<file path="src/rtl/mem_lsu_pkg.sv">
// Shared definitions for the memory-stage load/store unit: access codes,
// write-back constants, FSM states and access decode helpers.
package mem_lsu_pkg;

  localparam logic [3:0] MEM_NOP = 4'd0;
  localparam logic [3:0] MEM_LB  = 4'd1;
  localparam logic [3:0] MEM_LH  = 4'd2;
  localparam logic [3:0] MEM_LW  = 4'd3;
  localparam logic [3:0] MEM_LBU = 4'd4;
  localparam logic [3:0] MEM_LHU = 4'd5;
  localparam logic [3:0] MEM_SB  = 4'd6;
  localparam logic [3:0] MEM_SH  = 4'd7;
  localparam logic [3:0] MEM_SW  = 4'd8;

  localparam logic [4:0]  NOP_REG_ADDR = 5'd0;
  localparam logic [31:0] ZERO_WORD    = 32'd0;

  typedef enum logic [1:0] {
    ST_IDLE,
    ST_LOAD,
    ST_STORE
  } lsu_state_t;

  function automatic logic is_load(input logic [3:0] op);
    return (op >= MEM_LB) && (op <= MEM_LHU);
  endfunction

  function automatic logic is_store(input logic [3:0] op);
    return (op >= MEM_SB) && (op <= MEM_SW);
  endfunction

  // Number of bytes moved by an access; only meaningful for load/store codes.
  function automatic logic [2:0] access_size(input logic [3:0] op);
    case (op)
      MEM_LB, MEM_LBU, MEM_SB: return 3'd1;
      MEM_LH, MEM_LHU, MEM_SH: return 3'd2;
      default:                 return 3'd4;
    endcase
  endfunction

endpackage

</file>
<file path="src/rtl/mem_lsu_ext.sv">
// Combinational extender: turns the little-endian assembled load bytes into
// the architectural register value for each load code.
module mem_lsu_ext
  import mem_lsu_pkg::*;
(
  input  logic [3:0]  op,
  input  logic [31:0] raw,
  output logic [31:0] ext
);

  always_comb begin
    ext = raw;
    case (op)
      MEM_LB:  ext = {{24{raw[7]}}, raw[7:0]};
      MEM_LBU: ext = {24'd0, raw[7:0]};
      MEM_LH:  ext = {{16{raw[15]}}, raw[15:0]};
      MEM_LHU: ext = {16'd0, raw[15:0]};
      default: ext = raw;
    endcase
  end

endmodule

</file>
<file path="src/rtl/mem_lsu.sv">
// Memory-stage load/store unit: runs each access as byte-serial transfers on
// an 8-bit RAM port, stalls upstream meanwhile and registers the write-back.
module mem_lsu
  import mem_lsu_pkg::*;
#(
  parameter int RAM_AW = 17
) (
  input  logic              clk,
  input  logic              rst,
  input  logic [4:0]        mem_wd,
  input  logic              mem_wreg,
  input  logic [31:0]       mem_wdata,
  input  logic [3:0]        mem_op,
  input  logic [31:0]       mem_sdata,
  input  logic [7:0]        ram_din,
  output logic [RAM_AW-1:0] ram_a,
  output logic [7:0]        ram_dout,
  output logic              ram_wr,
  output logic              stall_req,
  output logic [4:0]        wb_wd,
  output logic              wb_wreg,
  output logic [31:0]       wb_wdata
);

  lsu_state_t        state_reg, state_next;
  logic [2:0]        cnt_reg, cnt_next;
  logic [3:0]        op_reg;
  logic [31:0]       addr_reg;
  logic [31:0]       sdata_reg;
  logic [4:0]        wd_reg;
  logic              wreg_reg;
  logic [31:0]       data_reg, data_next;
  logic [31:0]       load_value;
  logic [2:0]        size;
  logic [2:0]        cap_idx;
  logic              cap_en;
  logic [RAM_AW-1:0] byte_addr;
  logic              acc_load, acc_store;

  assign acc_load  = is_load(mem_op);
  assign acc_store = is_store(mem_op);
  assign size      = access_size(op_reg);
  assign byte_addr = RAM_AW'(addr_reg + {29'd0, cnt_reg});

  // The byte addressed last cycle arrives now and lands in slot cnt-1.
  assign cap_en  = (state_reg == ST_LOAD) && (cnt_reg != 3'd0);
  assign cap_idx = cnt_reg - 3'd1;

  genvar gi;
  generate
    for (gi = 0; gi < 4; gi++) begin : g_byte
      assign data_next[gi*8 +: 8] = (cap_en && (cap_idx == 3'(gi))) ? ram_din
                                                                     : data_reg[gi*8 +: 8];
    end
  endgenerate

  mem_lsu_ext u_ext (
    .op  (op_reg),
    .raw (data_next),
    .ext (load_value)
  );

  always_comb begin
    state_next = state_reg;
    cnt_next   = cnt_reg;
    stall_req  = 1'b0;
    ram_a      = '0;
    ram_dout   = 8'd0;
    ram_wr     = 1'b0;
    case (state_reg)
      ST_IDLE: begin
        if (acc_load) begin
          stall_req  = 1'b1;
          state_next = ST_LOAD;
          cnt_next   = 3'd0;
        end else if (acc_store) begin
          stall_req  = 1'b1;
          state_next = ST_STORE;
          cnt_next   = 3'd0;
        end
      end
      ST_LOAD: begin
        if (cnt_reg < size) begin
          stall_req = 1'b1;
          ram_a     = byte_addr;
          cnt_next  = cnt_reg + 3'd1;
        end else begin
          state_next = ST_IDLE;
          cnt_next   = 3'd0;
        end
      end
      ST_STORE: begin
        ram_a    = byte_addr;
        ram_dout = sdata_reg[8*cnt_reg[1:0] +: 8];
        ram_wr   = 1'b1;
        if (cnt_reg == size - 3'd1) begin
          state_next = ST_IDLE;
          cnt_next   = 3'd0;
        end else begin
          stall_req = 1'b1;
          cnt_next  = cnt_reg + 3'd1;
        end
      end
      default: begin
        state_next = ST_IDLE;
        cnt_next   = 3'd0;
      end
    endcase
  end

  always_ff @(posedge clk or negedge rst) begin
    if (!rst) begin
      state_reg <= ST_IDLE;
      cnt_reg   <= 3'd0;
      op_reg    <= MEM_NOP;
      addr_reg  <= ZERO_WORD;
      sdata_reg <= ZERO_WORD;
      wd_reg    <= NOP_REG_ADDR;
      wreg_reg  <= 1'b0;
      data_reg  <= ZERO_WORD;
      wb_wd     <= NOP_REG_ADDR;
      wb_wreg   <= 1'b0;
      wb_wdata  <= ZERO_WORD;
    end else begin
      state_reg <= state_next;
      cnt_reg   <= cnt_next;
      data_reg  <= data_next;
      case (state_reg)
        ST_IDLE: begin
          if (acc_load || acc_store) begin
            op_reg    <= mem_op;
            addr_reg  <= mem_wdata;
            sdata_reg <= mem_sdata;
            wd_reg    <= mem_wd;
            wreg_reg  <= mem_wreg;
            wb_wreg   <= 1'b0;
          end else begin
            wb_wd    <= mem_wd;
            wb_wreg  <= mem_wreg;
            wb_wdata <= mem_wdata;
          end
        end
        ST_LOAD: begin
          wb_wreg <= 1'b0;
          if (cnt_reg == size) begin
            wb_wd    <= wd_reg;
            wb_wreg  <= wreg_reg;
            wb_wdata <= load_value;
          end
        end
        default: wb_wreg <= 1'b0;
      endcase
    end
  end

endmodule

</file>
<file path="config.mk">
export PLATFORM = sky130hd
export DESIGN_NAME = mem_lsu
export DESIGN_NICKNAME = d
export VERILOG_FILES = /design/src/rtl/mem_lsu_pkg.sv /design/src/rtl/mem_lsu_ext.sv /design/src/rtl/mem_lsu.sv
export SDC_FILE = /design/constraint.sdc
export NUM_CORES = 1
export LEC_CHECK = 0
export BUFFER_PORTS_ARGS = -buffer_cell sky130_fd_sc_hd__buf_2
export CORE_UTILIZATION = 59
export CTS_BUF_LIST = sky130_fd_sc_hd__clkbuf_8 sky130_fd_sc_hd__clkbuf_16
export CTS_CLUSTER_DIAMETER = 30
export DETAILED_ROUTE_END_ITERATION = 8
export GPL_ROUTABILITY_DRIVEN = 0
export PLACE_DENSITY = 0.91
export SETUP_SLACK_MARGIN = 0.5
export SYNTH_ARGS = -nofsm -noshare
export SYNTH_HDL_FRONTEND = slang
export SYNTH_SLANG_ARGS = --single-unit
export TNS_END_PERCENT = 100
</file>
<file path="constraint.sdc">
create_clock -name clk -period 6.56 [get_ports clk]
set_clock_uncertainty 0.1 [all_clocks]
set_input_delay 1.312 -clock clk [delete_from_list [all_inputs] [get_ports clk]]
set_output_delay 1.312 -clock clk [all_outputs]
set_load 0.01 [all_outputs]
</file>
==> flow_summary.toml <==
[clock_network]
cts_hold_buf = 0
cts_resized = 0
postCtsSetupRepairBufs = 0
cts_tree = "built"
cts_sinks = 134
numCtsBuffers = 17
ctsRootBufferMaster = "clkbuf_8"
htreeDepth = 4
cts_max_path_buffers = 2
insertion_delay_ns = 0.52
path_clk_slew_ns = 0.06

[power]
switching_power_w = 0.00152
leakagePower_nw = 3.75
powerDensity_nw_per_um2 = 501
p_sw_frac = 0.378
pwr-share-comb = 0.400
ir_worst_vdd_uv = 308
p_int_w = 0.00251
p_clk_frac = 0.256
power_frac_seq = 0.344

[timing]
max_freq_mhz = 203
finalCritPeriodShare = 0.751
max_slew.worst_pin.slew_ns = 1.21
period_needed_ns = 4.93
hold_viol = 0
setup_viol = 0
setup_slack_ns = 1.63
rsz0062_at_grt = "false"
relSlewSlack = 0.190
tns_ns = 0
drv_slew = 0

[setup_path]
crit_path_start_kind = "register"
crit_path_max_fanout = 17
cp_data_arrival_time_ns = 3.52
slowest_stage = "o21ai_1"
cp-end-kind = "output pin"
worstPathRequired_ns = 5.15
path_class = "reg -> out"
cp_num_buf_inv = 1
critPathMaxStageDelay_ns = 0.78
crit_chain = "and2b_1, nor2b_1, o21bai_1, ha_1, nor2_1, ha_1, nor2b_1, o21ai_0, and3_1, o21ai_1, nor2_1, buf_2"
path_delay_family = "compound AO/OA/AOI/OAI gates"

[global_route]
grt_max_degree = 85
overflow = 0
grt_usage = 0.304
grt_first_pass_wirelength_mm = 26.4
grt_pass1_vias = 5218
antenna_found_initial = 0

[floorplan]
rows = 38
io-pin-count = 149
core-area_sq_um = 10900
die_x_um = 108
dieArea_sq_um = 11600
floorplan.die.height_um = 108
start_util = 0.607

[placed_design]
dp_slack_ns = 2.19
io_buffers = 148
dpl.cell_count = 825
dp_hpwl_mm = 11.4

[detailed_routing]
vias = 5152
routed_via_density = 6.01
drc = 0
drtPass1Iterations = 5
ant_nets = 0
routedWlPerCell_um = 19.4
drtIter0Drc = 277
wirelength_mm = 16.6

[finish]
antenna_cells = 0
n_fill_cell = 699
drive_gt1_frac = 0.404
seq_area_sq_um = 3350
multi_input_area_sq_um = 3070
layout.nets = 806
finalNonFillerCells = 857
syn2layout_area_growth_pct = 21.6

[synth]
yosysTopAreaCell = "dfrtp_1"
synth_top_area_frac = 0.507
synth_area_leaders = "dfrtp_1 51%, mux2_2 15%, ha_1 3.2%, mux4_2 2.7%, nor2_1 2.7%"
seq_area_frac_synth = 0.507
synth_common_cells = "134 x dfrtp_1, 86 x mux2_2, 47 x nor2_1, 38 x nand2_1, 25 x a21oi_1"
synth.most_common_cell = "dfrtp_1"
syn_area_per_cell_sq_um = 11.7
synth.distinct_cells = 51
synthCells = 565
synth_warnings = 0
synthesis.area_sq_um = 6610
synth_edf_count = 0
syn_nets = 667
async_flop_share = 1.00
synth_ff_type = "dfrtp_1"
synth-seq-cells = 134

[run_status]
status = "finished clean"

[hold_path]
hold_class = "reg -> reg"

[job]
maxCapViolCount = 0
[power groups by stage]
stage	registers, W	clock network, W	logic, W
after global routing	0.00142	0.00107	0.00177
after detailed placement	0.00139	0	0.00159
after global placement	0.00135	0	0.00151
after CTS	0.00139	0.00104	0.00161
final	0.00139	0.00103	0.00161
after floorplan	0.00137	0	0.00110
[metal layers]
layer | track usage | vias to the layer above | part of all wire | wire length (um)
met4 | 0.132 | 0 | 0.036 | 596
met3 | 0.0726 | 55 | 0.057 | 953
met2 | 0.510 | 239 | 0.52 | 8570
li1 | - | 2306 | - | -
met1 | 0.375 | 2552 | 0.39 | 6500
met5 | 0 | - | 0 | 0
[placed cells by master, fill, tap and decap left out, types with 2 or more instances in the layout]
master        n
a21o_1        5
a21oi_2       3
mux2_2       86
clkinvlp_4    4
dfrtp_1     134
o21ai_1      18
a21oi_4       2
inv_6         3
o31ai_1       9
nor2b_1       4
buf_4         3
nand3_1       9
mux2i_1      13
or3_1         3
o31ai_2       2
buf_2       147
mux4_2        8
xor2_1        8
nor3b_1       2
ha_1         16
nand4_1       5
clkinv_2      2
a221oi_1      8
nand2b_1      3
a32o_1        2
a211oi_1     10
inv_1        10
and2_1        9
o21ai_0      12
nor3_1       12
and3_1        5
nand2_1      37
mux2_1        4
nand2_2       2
clkbuf_16    16
bufinv_16     5
o211ai_1      2
nor2_1       47
a21oi_1      25
xnor2_1       6
[final cells by class]
| class | instances | share of cell area |
|---|---|---|
| inverter | 10 | 0.00467 |
| tap | 140 | 0.0218 |
| sequential | 134 | 0.417 |
| timing repair buffer | 151 | 0.0957 |
| multi-input combinational | 390 | 0.381 |
| clock inverter | 15 | 0.0280 |
| clock buffer | 17 | 0.0515 |
[worst reg2reg max path, cell delays in order (launching register included)]
cell and delay [ns]:
dfrtp_1 0.83, inv_1 0.24, ha_1 0.31, or3_1 0.52, a21oi_4 0.39, mux2_4 0.42, a21oi_2 0.37, a211oi_1 0.14
[final timing paths]
path | cells past startpoint | to | slack, ns | from
setup / recovery | 12 | ram_a[9] | 1.63 | op_reg[2]$_DFFE_PN0P_
hold / removal | 2 | wb_wdata[16]$_DFFE_PN0P_ | 0.38 | wb_wdata[16]$_DFFE_PN0P_
setup reg to reg | 7 | wb_wdata[28]$_DFFE_PN0P_ | 3.11 | cnt_reg[0]$_DFFE_PN0N_
hold reg to reg | 2 | wb_wdata[16]$_DFFE_PN0P_ | 0.38 | wb_wdata[16]$_DFFE_PN0P_
max in group asynchronous | 2 | data_reg[29]$_DFF_PN0_ | 4.33 | rst
min in group asynchronous | 1 | op_reg[3]$_DFFE_PN0P_ | 0.61 | rst
[cell families (layout without fill, tap and decap cells)]
family | Yosys count | after routing | share of synthesized area
AND/OR/NAND/NOR | 144 | 144 | 0.105
flip-flops | 134 | 134 | 0.507
multiplexers | 112 | 112 | 0.202
AO/OA/AOI/OAI | 102 | 102 | 0.102
buffers and inverters | 41 | 193 | 0.0299
adder cells (fa/ha/maj) | 18 | 18 | 0.0352
XOR/XNOR | 14 | 14 | 0.0185
[stage by stage]
stage | power (W) | hold WS, ns | instance area, sq um | util
finish | 0.00403 | 0.378 | 8040 | 0.739
detailed placement | 0.00298 | 0.366 | 7400 | 0.680
floorplan | 0.00247 | 0.354 | 6610 | -
CTS | 0.00404 | 0.384 | 8040 | 0.739
global placement | 0.00286 | 0.358 | 7400 | 0.680
global route | 0.00427 | 0.394 | 8040 | 0.739
Power figures use the tool's default switching activity.
